--- src/rtl/max7219_ctrl_pkg.sv ---
`default_nettype none
// +--------------------------------------------------------------------+
// | max7219_ctrl_pkg: shared types for the MAX7219 display controller  |
// | Revision: 1.0                                                      |
// +--------------------------------------------------------------------+
package max7219_ctrl_pkg;

  typedef enum logic [1:0] {
    ST_IDLE   = 2'd0,
    ST_SHOW   = 2'd1,
    ST_LOCKED = 2'd2
  } arb_state_e;

  localparam logic [31:0] BLANK_DEFAULT = 32'h0000_0000;

endpackage
`default_nettype wire

--- src/rtl/tick_gen.sv ---
`default_nettype none
// +--------------------------------------------------------------------+
// | tick_gen: free-running divider with a registered one-cycle strobe  |
// | Revision: 1.0                                                      |
// +--------------------------------------------------------------------+
module tick_gen #(
  parameter int DIV = 8
) (
  input  logic clk,
  input  logic reset_n,
  output logic tick_o
);

  localparam int            CW   = (DIV > 1) ? $clog2(DIV) : 1;
  localparam logic [CW-1:0] LAST = CW'(DIV - 1);

  logic [CW-1:0] cnt_q, cnt_d;
  logic          tick_q;

  always_comb begin
    cnt_d = (cnt_q == LAST) ? '0 : cnt_q + CW'(1);
  end

  // Strobe is registered from the next count so it lines up with cnt == DIV-1.
  always_ff @(posedge clk) begin
    if (!reset_n) begin
      cnt_q  <= '0;
      tick_q <= 1'b0;
    end else begin
      cnt_q  <= cnt_d;
      tick_q <= (cnt_d == LAST);
    end
  end

  assign tick_o = tick_q;

endmodule
`default_nettype wire

--- src/rtl/max7219_page_arbiter.sv ---
`default_nettype none
// +--------------------------------------------------------------------+
// | max7219_page_arbiter: round-robin page owner for one MAX7219 panel |
// | Revision: 1.0                                                      |
// +--------------------------------------------------------------------+
module max7219_page_arbiter
  import max7219_ctrl_pkg::*;
#(
  parameter int          NREQ  = 4,
  parameter int          DIV   = 8,
  parameter int          DWELL = 65536,
  parameter logic [31:0] BLANK = BLANK_DEFAULT
) (
  input  logic                     clk,
  input  logic                     reset_n,
  input  logic [NREQ-1:0]          req_valid_i,
  input  logic [NREQ-1:0]          req_lock_i,
  input  logic [NREQ*32-1:0]       req_data_i,
  output logic [NREQ-1:0]          grant_o,
  output logic [$clog2(NREQ)-1:0]  page_idx_o,
  output logic [31:0]              data_vector_o,
  output logic                     clkdiv_o
);

  localparam int            IW         = $clog2(NREQ);
  localparam int            DW         = $clog2(DWELL) + 1;
  localparam logic [DW-1:0] DWELL_LAST = DW'(DWELL - 1);

  // Returns {found, index} of the first valid requester scanning from start.
  function automatic logic [IW:0] rr_search(input logic [NREQ-1:0] valid, input int start);
    logic [IW:0] res;
    int          idx;
    res = '0;
    for (int k = NREQ - 1; k >= 0; k--) begin
      idx = start + k;
      if (idx >= NREQ) idx = idx - NREQ;
      if (valid[IW'(idx)]) res = {1'b1, IW'(idx)};
    end
    return res;
  endfunction

  arb_state_e      state_q, state_d;
  logic [NREQ-1:0] grant_q, grant_d;
  logic [IW-1:0]   page_q, page_d;
  logic [31:0]     data_q, data_d;
  logic [DW-1:0]   dwell_q, dwell_d;

  logic            w_tick;
  logic [31:0]     w_pages [NREQ];
  logic [IW:0]     w_rr;
  logic            w_found;
  logic [IW-1:0]   w_idx;
  int              w_start;
  logic            do_grant, go_idle;

  tick_gen #(.DIV(DIV)) u_tick (
    .clk     (clk),
    .reset_n (reset_n),
    .tick_o  (w_tick)
  );

  for (genvar gi = 0; gi < NREQ; gi++) begin : g_unpack
    assign w_pages[gi] = req_data_i[32*gi +: 32];
  end

  // Every search (idle pickup, rotation, owner drop) starts at page_idx+1.
  always_comb begin
    w_start = (int'(page_q) + 1 >= NREQ) ? 0 : int'(page_q) + 1;
    w_rr    = rr_search(req_valid_i, w_start);
    w_found = w_rr[IW];
    w_idx   = w_rr[IW-1:0];
  end

  always_comb begin
    state_d  = state_q;
    grant_d  = grant_q;
    page_d   = page_q;
    data_d   = data_q;
    dwell_d  = dwell_q;
    do_grant = 1'b0;
    go_idle  = 1'b0;

    if (w_tick) begin
      case (state_q)
        ST_IDLE: begin
          if (w_found) do_grant = 1'b1;
          else         data_d   = BLANK;
        end
        ST_SHOW, ST_LOCKED: begin
          if (!req_valid_i[page_q]) begin
            if (w_found) do_grant = 1'b1;
            else         go_idle  = 1'b1;
          end else if (state_q == ST_SHOW) begin
            if (req_lock_i[page_q]) begin
              state_d = ST_LOCKED;
              data_d  = w_pages[page_q];
            end else if (dwell_q == DWELL_LAST) begin
              do_grant = 1'b1;
            end else begin
              data_d  = w_pages[page_q];
              dwell_d = dwell_q + DW'(1);
            end
          end else begin
            if (!req_lock_i[page_q]) begin
              state_d = ST_SHOW;
            end else begin
              data_d = w_pages[page_q];
              if (dwell_q != DWELL_LAST) dwell_d = dwell_q + DW'(1);
            end
          end
        end
        default: state_d = ST_IDLE;
      endcase
    end

    if (do_grant) begin
      state_d = ST_SHOW;
      grant_d = NREQ'(1) << w_idx;
      page_d  = w_idx;
      data_d  = w_pages[w_idx];
      dwell_d = '0;
    end
    if (go_idle) begin
      state_d = ST_IDLE;
      grant_d = '0;
      data_d  = BLANK;
    end
  end

  always_ff @(posedge clk) begin
    if (!reset_n) begin
      state_q <= ST_IDLE;
      grant_q <= '0;
      page_q  <= '0;
      data_q  <= BLANK;
      dwell_q <= '0;
    end else begin
      state_q <= state_d;
      grant_q <= grant_d;
      page_q  <= page_d;
      data_q  <= data_d;
      dwell_q <= dwell_d;
    end
  end

  assign grant_o       = grant_q;
  assign page_idx_o    = page_q;
  assign data_vector_o = data_q;
  assign clkdiv_o      = w_tick;

endmodule
`default_nettype wire
--- config.mk ---
export PLATFORM = sky130hd
export DESIGN_NAME = max7219_page_arbiter
export DESIGN_NICKNAME = d
export VERILOG_FILES = /design/src/rtl/max7219_ctrl_pkg.sv /design/src/rtl/tick_gen.sv /design/src/rtl/max7219_page_arbiter.sv
export SDC_FILE = /design/constraint.sdc
export NUM_CORES = 1
export LEC_CHECK = 0
export BUFFER_PORTS_ARGS = -buffer_cell sky130_fd_sc_hd__buf_2
export CORE_MARGIN = 4
export CORE_UTILIZATION = 24
export CTS_BUF_LIST = sky130_fd_sc_hd__clkbuf_4
export CTS_CLUSTER_SIZE = 24
export DETAILED_ROUTE_END_ITERATION = 10
export GPL_TIMING_DRIVEN = 0
export PLACE_DENSITY_LB_ADDON = 0.3
export SLEW_MARGIN = 15
export SYNTH_ARGS = -nofsm -noshare
export SYNTH_HDL_FRONTEND = slang
export SYNTH_SLANG_ARGS = --single-unit
--- constraint.sdc ---
create_clock -name clk -period 2.9 [get_ports clk]
set_input_delay 0 -clock clk [delete_from_list [all_inputs] [get_ports clk]]
set_output_delay 0 -clock clk [all_outputs]
set_load 0.01 [all_outputs]
==> flow_summary.json <==
{
  "status": "finished clean",
  "synth_top_family_by_area": "compound AO/OA/AOI/OAI gates",
  "ant_nets": 0,
  "synth_cells": 558,
  "die_h_um": 150.0,
  "worst_slack_ps": 142.7,
  "place.gp.congestion": 0.8433,
  "cts_tree": "done",
  "clock_latency_ps": 460,
  "cts_buffers": 9,
  "clock_sinks": 61,
  "first_pass_iters": 5,
  "synth-async-reset-ratio": 0,
  "drtIter0Drc": 428,
  "layout_commonest_cell": "buf_2",
  "drt-total-wl_mm": 19.44,
  "skew_ps": 25.49,
  "die_w_um": 150.0,
  "max_freq_mhz": 362.7,
  "coreArea_mm2": 0.01965,
  "synth_edf_count": 0,
  "vias": 5421,
  "routedWlPerCell_um": 18.91,
  "start_util": 0.2461,
  "dpl.hpwl_mm": 14.67,
  "die_area_mm2": 0.02249,
  "final_cell_mix": "195 x buf_2, 67 x or3_1, 64 x o211ai_1",
  "overflow": 0,
  "netlist_area_mm2": 0.004836,
  "finalSetupViolCount": 0,
  "cts_root_buffer": "clkbuf_4",
  "start_kind": "flip-flop",
  "grt_pass1_wl_mm": 29.90,
  "grt_pass1_vias": 5370,
  "grt_max_degree": 11,
  "final-hold-violation-count": 0,
  "drive_above_1_share": 0.3539,
  "slew_viol_final": 0,
  "place_inst": 999,
  "synthDistinctLibCells": 49,
  "final-instance-count-excl-fill": 1028,
  "port_buffers": 176,
  "p_per_area_mw_per_mm2": 329.9,
  "relSlewSlack": 0.3905,
  "critPathArrivalTime_ps": 3150,
  "io_pins": 177,
  "synth_compound_area_frac": 0.2670,
  "synthAdderAreaFrac": 0.02329,
  "synth_seq_cells": 61,
  "hold_path.class": "primary input to flip-flop",
  "drc": 0,
  "irDropWorstVdd_uv": 151.5,
  "synth_flop_cell": "dfxtp_1",
  "via_per_inst": 5.273,
  "area_growth_pct": 31.02,
  "synth_mux_area_frac": 0.1695,
  "fin_crit_sh": 0.9508,
  "crit_path_end_kind": "flip-flop",
  "synth-simple-area-share": 0.2008,
  "nNetsFinal": 902,
  "worstSetupPathType": "flip-flop to flip-flop",
  "synth_fp_nets": 705,
  "power_mw": 2.091,
  "dpl_worst_slack_ps": -44.51,
  "rows": 51,
  "syn_area_per_cell_um2": 8.666,
  "grt_use_total": 0.1711,
  "yosys_warnings": 0,
  "worst_pin_slew_ps": 914.3,
  "yosysSeqAreaShare": 0.2525,
  "synth_xor_area_frac": 0.02717,
  "cts_htree_levels": 3,
  "clkTransAtPathRegs_ps": 120,
  "worstPathRequired_ps": 3300,
  "leakage_nw": 2.354,
  "crit_path_max_fanout": 10,
  "finalCriticalPeriod_ps": 2757,
  "antenna_found_initial": 3,
  "cts_buffer_depth": 2,
  "drv_cap": 0
}
[worst paths after layout]
check / start / to / slack, ps / depth (start not counted)
worst max-delay path: page_idx_o[0]$_SDFFE_PN0P_ / data_vector_o[14]$_SDFFE_PP0P_ / 140 / 9
worst min-delay path: req_data_i[37] / data_vector_o[5]$_SDFFE_PP0P_ / 40 / 4
worst max register to register: page_idx_o[0]$_SDFFE_PN0P_ / data_vector_o[14]$_SDFFE_PP0P_ / 140 / 9
worst min register to register: grant_o[1]$_SDFFE_PP0P_ / grant_o[1]$_SDFFE_PP0P_ / 460 / 2
[where the power goes]
part | internal (mW) | total [mW] | switching [mW] | leakage (nW)
sequential | 0.855 | 0.866 | 0.0112 | 0.494
clock | 0.351 | 0.699 | 0.348 | 0.0852
combinational | 0.235 | 0.526 | 0.291 | 1.77
total | 1.44 | 2.09 | 0.650 | 2.35
[Yosys cell counts, drive strengths merged (2+ instances only)]
cell type	instances	share of area
nand4	6	0.0078
nor3b	2	0.0031
mux2	3	0.0070
nor3	5	0.0052
o21ai	40	0.044
nor2b	6	0.0078
xor2	10	0.018
and2	4	0.0052
inv	8	0.0062
nor2	23	0.018
xnor2	5	0.0091
dfxtp	61	0.25
nand2	45	0.035
mux2i	2	0.0041
or3	67	0.087
ha	9	0.023
nand3	7	0.0072
o211ai	64	0.099
buf	30	0.033
nand3b	2	0.0031
nor4	2	0.0026
a21o	33	0.051
and3	3	0.0039
mux4	34	0.16
a31oi	33	0.046
clkbuf	27	0.021
a21oi	12	0.012
[critical path: stages (launching register included)]
cell,delay [ps]
dfxtp_1,450
buf_4,250
o21ai_0,110
a21oi_1,540
clkbuf_1,440
buf_2,320
or3_1,140
o211ai_1,80
a21o_1,210
a31oi_1,160
[sequential cells by signal, summed over array words and instances, names as in the netlist]
signal,cells
u_tick.cnt_q,3
dwell_q,17
state_q,2
data_vector_o,32
u_tick.tick_o,1
page_idx_o,2
grant_o,4
[per-layer routing]
layer  global-route usage  vias up  wire (µm)
met1               0.2293     2607       8385
met2               0.2787      241       9249
met5                    0        -          8
met4              0.05032        2        357
li1                     -     2545          -
met3              0.03483       26       1438
[stage by stage]
step | instance area, µm² | utilization | hold WS [ps] | TNS, ps
floorplan | 4836 | - | 128.2 | 0
global placement | 6048 | 0.3077 | 371.4 | -659.3
detailed placement | 6048 | 0.3077 | 363.5 | -531.6
CTS | 6294 | 0.3202 | 0.05224 | 0
global route | 6334 | 0.3223 | 30.31 | -9.618
finish | 6336 | 0.3224 | 38.09 | 0
[area by class of cell]
type | count | area, µm²
Multi-Input combinational cell | 432 | 3341
Buffer | 57 | 267.8
Inverter | 8 | 30.03
Sequential cell | 61 | 1227
Fill cell | 2180 | 13320
Timing Repair Buffer | 186 | 978.4
Antenna cell | 3 | 7.507
Clock buffer | 10 | 75.07
Clock inverter | 6 | 77.57
Tap cell | 265 | 331.6
[what timing repair did]
item | CTS | global route
pin swaps | 0 | 4
gates cloned | 0 | 0
hold buffers | 9 | 0
resized for setup | 2 | 12
setup buffers | 0 | 1
hold endpoints to repair | 17 | 0
setup endpoints to repair | 20 | 56
[kinds of logic after synthesis]
logic type | count (synthesis)
AO/OA/AOI/OAI | 189
AND/OR/NAND/NOR | 180
buffers and inverters | 65
flip-flops | 61
multiplexers | 39
XOR/XNOR | 15
adder cells (fa/ha/maj) | 9
No activity file was read; power rests on OpenSTA's default activity.
